File: config.mk
export PLATFORM = sky130hd
export DESIGN_NAME = prio_encode_disp
export DESIGN_NICKNAME = d
export VERILOG_FILES = /design/src/rtl/prio_disp_pkg.sv /design/src/rtl/prio_encode_disp_seg_hex.sv /design/src/rtl/prio_encode_disp.sv
export SDC_FILE = /design/constraint.sdc
export NUM_CORES = 1
export LEC_CHECK = 0
export CAP_MARGIN = 20
export CORE_ASPECT_RATIO = 0.6
export CORE_MARGIN = 2
export CORE_UTILIZATION = 37
export CTS_BUF_LIST = sky130_fd_sc_hd__clkbuf_8
export DETAILED_ROUTE_END_ITERATION = 10
export DONT_BUFFER_PORTS = 1
export GPL_ROUTABILITY_DRIVEN = 0
export HOLD_SLACK_MARGIN = 0.1
export PLACE_DENSITY = 0.48
export SYNTH_ARGS = -nofsm -noshare
export SYNTH_HDL_FRONTEND = slang
export SYNTH_SLANG_ARGS = --single-unit
File: constraint.sdc
create_clock -name clk -period 3.4 [get_ports clk]
set_input_delay 0.68 -clock clk [delete_from_list [all_inputs] [get_ports clk]]
set_output_delay 0.68 -clock clk [all_outputs]
set_load 0.02 [all_outputs]
File: src/rtl/prio_disp_pkg.sv
// Shared display constants for the priority-encoder display block:
// active-low seven-segment patterns, bit order {a,b,c,d,e,f,g,dp}.
package prio_disp_pkg;

  localparam logic [7:0] SEG_BLANK = 8'hFF;

  // Element 0 is the rightmost entry, so the list reads F down to 0.
  localparam logic [15:0][7:0] HEX_SEG = {
    8'h71, 8'h61, 8'h85, 8'h63, 8'hC1, 8'h11, 8'h09, 8'h01,
    8'h1F, 8'h41, 8'h49, 8'h99, 8'h0D, 8'h25, 8'h9F, 8'h03
  };

endpackage

File: src/rtl/prio_encode_disp_seg_hex.sv
// Four-bit value to active-low hex digit, with a blanking override.
module seg_hex
  import prio_disp_pkg::*;
(
  input  logic [3:0] digit,
  input  logic       blank,
  output logic [7:0] seg
);

  assign seg = blank ? SEG_BLANK : HEX_SEG[digit];

endmodule

File: src/rtl/prio_encode_disp.sv
// Debounced switch vector -> highest-set-bit encoder with registered result,
// result-change counter and two hex displays.
module prio_encode_disp
  import prio_disp_pkg::*;
#(
  parameter  int N_IN      = 8,
  parameter  int DB_CYCLES = 16,
  localparam int W         = $clog2(N_IN)
) (
  input  logic            clk,
  input  logic            rst,
  input  logic [N_IN-1:0] sw,
  input  logic            en,
  input  logic            hold,
  output logic [W-1:0]    code,
  output logic            valid,
  output logic [W:0]      ledr,
  output logic [7:0]      seg0,
  output logic [7:0]      seg1,
  output logic [7:0]      chg_cnt
);

  localparam int CW = $clog2(DB_CYCLES + 1);

  logic [N_IN-1:0] sync1, sync2, sync_prev, sw_db;
  logic [CW-1:0]   db_cnt, cnt_next;
  logic [W-1:0]    enc_code, next_code;
  logic            any_set, next_valid, next_idle, idle;

  // Run length of the synchronised value, restarting at 1 whenever it moves.
  always_comb begin
    // NOTE: every combinational output gets a default first so no path leaves it unassigned (no latch).
    cnt_next = CW'(1);
    if (sync2 == sync_prev)
      cnt_next = (db_cnt == CW'(DB_CYCLES)) ? db_cnt : db_cnt + 1'b1;
  end

  // NOTE: non-blocking assignments for all flops; reset is asynchronous so a mid-debounce change is dropped at once.
  always_ff @(posedge clk or posedge rst) begin
    if (rst) begin
      sync1     <= '0;
      sync2     <= '0;
      sync_prev <= '0;
      db_cnt    <= '0;
      sw_db     <= '0;
    end else begin
      sync1     <= sw;
      sync2     <= sync1;
      sync_prev <= sync2;
      db_cnt    <= cnt_next;
      if (cnt_next == CW'(DB_CYCLES) && sync2 != sw_db)
        sw_db <= sync2;
    end
  end

  // Later (higher) indices overwrite earlier ones, giving top-bit priority.
  always_comb begin
    enc_code = '0;
    for (int i = 0; i < N_IN; i++)
      if (sw_db[i]) enc_code = W'(i);
    any_set    = |sw_db;
    next_valid = en & any_set;
    next_code  = en ? enc_code : '0;
    next_idle  = en & ~any_set;
  end

  always_ff @(posedge clk or posedge rst) begin
    if (rst) begin
      code    <= '0;
      valid   <= 1'b0;
      idle    <= 1'b0;
      chg_cnt <= '0;
    end else if (!hold) begin
      code  <= next_code;
      valid <= next_valid;
      idle  <= next_idle;
      if ({next_valid, next_code} != {valid, code})
        chg_cnt <= chg_cnt + 8'd1;
    end
  end

  assign ledr = {idle, code};

  seg_hex u_seg0 (
    .digit (4'(code)),
    .blank (!valid),
    .seg   (seg0)
  );

  seg_hex u_seg1 (
    .digit (chg_cnt[3:0]),
    .blank (1'b0),
    .seg   (seg1)
  );

endmodule

==> reports/qor.txt <==
Status: completed
Worst Skew: 0.00545 ns
Post-synthesis mux area share: 6.16%
Post-CTS sizing: 0
Worst-path maximum fanout: 7
Synth Cell Area: 2480 um^2
RSZ-0062 raised after global routing: false
Bufs on Longest Clock Path: 2
CTS sink count: 50
Synth unique cells: 42
Fin Hold WS: 0.148 ns
# IOs: 44
Cts bufs inserted: 5
Endpoint class of the critical path: primary output
Clk root buf: clkbuf_8
Synth warn: 0
CTS Hold Bufs: 0
Area leader, netlist: dfrtp_1
GRT Total Usage: 13.2%
Synth Area in Compound Gates: 8.73%
DIE AREA: 7390 um^2
Fin. Hold Viols: 0
Pwr dens: 616 nW/um^2
First-pass GRT wire length: 7.37 mm
Post-synthesis xor/xnor area fraction: 9.54%
Setup Fix Bufs, Post-CTS: 0
Worst-path clk slew: 0.09 ns
Die extent in x: 110 um
Sequential element share of the synthesized area: 50.5%
Final TNS setup: 0 ns
DRT Wirelength: 4.58 mm
Initial Utilization: 37.6%
Arr. time, crit path: 2.07 ns
Input/output buffers: 0
Wire per inst: 14.8 um
Peak per-stage delay on the critical path: 0.59 ns
Synth Instances: 222
Post-Synth Adder-Cell Area: 6.56%
Num rows: 23
Post-synth top flop: dfrtp_1
CP max stage cell: dfrtp_1
GR Overflow Total: 0
CP Launch Type: flip-flop
Setup CP Type: reg -> out
FMAX: 0.364 GHz
Antenna Nets Post-Route: 0
Leading post-synthesis cells by cell area: dfrtp_1, xor2_1, ha_1, mux2_2, nand2_1
Max-slew violation count: 0
Max_slew headroom: 51.7%
Worst reg2reg path depth: 6
Max-cap violations: 0
Seq cells post-synth: 50
Fillers: 639
Share of the synthesized area in the top cell type: 50.5%
Final setup viols: 0
Worst hold-check path type: in -> async
Number of synthesized flops with an enable pin: 0
Post-Synth Simple-Gate Area: 14.2%
CORE AREA: 6590 um^2
Share of layout cells above drive strength 1: 10.8%
Vias in the first global route: 1,300
CTS HTree Levels: 2
Critical Path RT: 2.72 ns
Layout Utilization: 40.6%
Die Y: 67.4 um
Pin count of the biggest net entering global routing: 51
Avg Synthesized Cell Area: 11.2 um^2
Antenna cells: 0
Worst-Margin Slew: 0.719 ns
Main combinational cell family by area after synthesis: simple AND/OR/NAND/NOR gates
Via density: 4.96
Maximum vdd ir drop: 337 uV
Clk_lat worst skew: 0.30 ns
Initial antenna violation count: 0
Layout Area Growth over Synthesis: 7.77%
TritonCTS clock tree: built
Via count: 1,539
Final #Nets: 247
DRC violations left: 0
Total leakage power: 1.20 nW
CP Cell Sequence: inv_1 -> ha_1 -> mux2i_1 -> o21ai_0
Drt first-iter violations: 116
Ys async rst share: 100%
DR pass1 iterations: 4
Crit share post-route: 80.8%
Min Tclk post-route: 2.75 ns
Post-DP HPWL: 3.24 mm
[synth_stat cells, drive strengths merged (2+ instances only)]
cell,count
nor4,8
mux2i,4
a21oi,5
xor2,23
nand2,20
nor2b,3
nand2b,3
nand3b,3
clkbuf,4
buf,6
and3,3
xnor2,4
nor3,3
inv,11
o21ai,11
o22ai,2
dfrtp,50
mux2,8
nand3,7
ha,13
o211ai,4
nor2,9
[flip-flops by register name, summed over array words and instances, names as in the netlist]
signal	count
sw_db	8
code	3
sync_prev	8
valid	1
db_cnt	5
sync1	8
chg_cnt	8
sync2	8
idle	1
[final cells by class]
class | count | area [um^2] | area share, %
timing repair buffer | 2 | 27.5 | 1.03
multi-input combinational | 151 | 1130 | 42.2
inverter | 12 | 45.0 | 1.69
clock inverter | 3 | 43.8 | 1.64
clock buffer | 5 | 68.8 | 2.57
sequential | 50 | 1250 | 46.8
tap | 87 | 109 | 4.07
[logic make-up after synthesis]
kind of cell	Yosys count
fa+ha+maj	13
flops	50
simple gates	65
compound gates	31
xor+xnor	27
other cells	1
mux	13
buf+inv	22
[path summary, 6_finish.rpt]
| path | from | slack (ns) | end |
|---|---|---|---|
| max | chg_cnt[0] | 0.65 | seg1[6] |
| min | rst | 0.15 | sync1[5] |
| max reg2reg | code[2] | 1.00 | chg_cnt[7] |
| min reg2reg | sync1[2] | 0.35 | sync2[2] |
| max in group asynchronous | rst | 2.78 | chg_cnt[2] |
| min in group clk | sync1[2] | 0.35 | sync2[2] |
[layer usage]
metal	global-route usage [%]	vias up	wire length, um
li1	-	760	-
met5	0	-	0
met4	4.27	0	46
met1	22.2	741	2600
met3	3.76	5	226
met2	15.2	33	1710
[metrics by stage]
stage | setup slack (ns) | total power [mW] | instances | cell area [um^2]
global placement | 0.988 | 1.24 | 301 | 2540
floorplan | 1.16 | 1.15 | 223 | 2480
global route | 0.538 | 1.74 | 310 | 2670
detailed placement | 0.988 | 1.23 | 301 | 2540
CTS | 0.637 | 1.66 | 309 | 2650
finish | 0.654 | 1.65 | 310 | 2670
[critical path, delay by kind of cell (launching register included)]
family	cells	cell delay, ns
AO/OA/AOI/OAI	1	0.54
adder cells (fa/ha/maj)	1	0.34
buffers and inverters	1	0.23
flip-flops	1	0.59
multiplexers	1	0.06
[cells in the final DEF, fill, tap and decap left out, drive strengths merged, types with 2 or more instances in the layout]
cell type	n
dfrtp	50
xor2	23
nand2	20
ha	13
inv	12
o21ai	11
nor2	9
mux2	8
nor4	8
nand3	7
a21oi	5
clkbuf	5
xnor2	4
o211ai	4
mux2i	4
nand3b	3
nand2b	3
nor2b	3
and3	3
nor3	3
o22ai	2
conb	2
clkinv	2
buf	2
[power breakdown]
part           internal, mW  switching [mW]
clock                 0.221           0.201
sequential            0.645           0.148
combinational         0.152           0.278
total                  1.02           0.627
No activity file was read; power rests on OpenSTA's default activity.
==> variant, RTL diff (config.mk and constraints unchanged) <==
`DB_CYCLES`: 16 -> 32.
--- a/src/rtl/prio_encode_disp.sv
+++ b/src/rtl/prio_encode_disp.sv
@@ -4,7 +4,7 @@
   import prio_disp_pkg::*;
 #(
   parameter  int N_IN      = 8,
-  parameter  int DB_CYCLES = 16,
+  parameter  int DB_CYCLES = 32,
   localparam int W         = $clog2(N_IN)
 ) (
   input  logic            clk,
Behaviour: same outputs for any inputs over 10 cycles, from zero or initial values and one cycle with rst high; that may be too few to reach the edited logic, so the function may still have changed.
==> variant against the unedited design <==
- worst setup slack worse by 0.082 ns
- largest cell class unchanged
- non-clock buffer count down 1
- die area up 5.2%
- sequential cell count is 1 higher
- count of clock-buffer cells in the layout did not move
- area after synthesis up 5.5%
- final area grew 3.0%
- clock power is 16% lower
- wire length grew 5.7%
- fmax down 2.9%
- global-route usage grew 0.70 points
- worst hold slack improved by 0.21 ns
- combinational power down 4%
- total power is 3.9% lower
==> variant: results (changes against the unedited design) <==
[synth]
synth_area_leaders = dfrtp_1 49%, xnor2_1 6.4%, ha_1 6.2%, mux2_2 3.9%, xor2_1 3.3%
postSynthCellCount = 240  ; +8.1%
synth-compound-area-share_pct = 9.28  ; +0.55 points
yosys-mux-area-fraction_pct = 6.26  ; +0.11 points
synth_fa_ha_area_share_pct = 6.22  ; -0.34 points
netlist_cell_types = 43  ; +2.4%
synth_commonest_cells = 51 x dfrtp_1, 21 x nand2_1, 19 x xnor2_1, 18 x nor2_1
ys_seq_area_share_pct = 48.8  ; -1.7 points
xor_xnor_fraction_of_synth_area_pct = 9.71  ; +0.17 points

[clock_tree]
cts_root_buffer = clkbuf_8

[pwr]
power.share.sequential_pct = 51.3  ; +3.1 points
ir_drop_v = 0.000418  ; +24%
p_leak_uw = 0.00118  ; -1.6%
powerDensity_nw_per_um2 = 574  ; -6.8%
comb_power_share_pct = 26.3  ; about the same

[timing]
max_slew_margin_pct = 47.6  ; -4.1 points
worst_case_clock_skew_ns = 0.0116  ; +0.00615 ns

[critical_path]
worstPathArrival_ns = 2.15  ; +0.08 ns
critical_path.max_stage_delay_ns = 0.72  ; +0.13 ns

[route]
vias = 1604  ; +4.2%
vias_per_cell = 4.95  ; -0.28%
detailedRoute.firstIterationViolations = 79  ; -32%
drt_wl_total_mm = 4.84  ; +5.7%
drt_pre_antenna_iters = 4  ; unchanged

[run_status]
status = completed

[placement]
placement.setup.worst_slack_ns = 0.907  ; -0.0812 ns
dpl.cell_count = 316  ; +5.0%
postPlaceCellArea_um2 = 2660  ; +4.8%
hpwl_mm = 3.57  ; +10%

[cells_and_area]
final_layout_size_suffix_gt1_share_pct = 11.8  ; +1.1 points
finish.net_count = 261  ; +5.7%

[grt]
grt_pass1_wl_mm = 8.50  ; +15%
grt_start_max_net_pins = 38  ; -25%
track_usage_pct = 13.9  ; +0.70 points

[worst_hold_path]
path_class_of_the_lowest_slack_min_delay_path = reg2reg

-- variant: path summary, 6_finish.rpt --
path	from	end	slack, ns	cells after the start
worst max-delay path	code[0]	seg0[2]	0.57	4
worst min-delay path	sync1[6]	sync2[6]	0.35	0
worst max register to register	db_cnt[0]	sw_db[7]	0.96	7
worst min register to register	sync1[6]	sync2[6]	0.35	0
max in group asynchronous	rst	sync2[3]	2.32	2
min in group asynchronous	rst	sw_db[3]	0.40	1
-- variant: metal layers --
layer	track usage [%]	part of all wire, %	up-vias
met5	0	0	-
met4	3.66	0.45	0
met3	4.57	6.0	2
met2	16.8	36	39
met1	22.9	57	763
li1	-	-	800
-- variant: cell type report --
class | count | area [um2]
multi-input cells | 168 | 1240
well taps | 87 | 109
flip-flops and latches | 51 | 1280
fillers | 662 | 4010
repair buffers | 1 | 7.51
inverters | 9 | 33.8
clock buffers | 5 | 68.8
clock inverters | 3 | 22.5
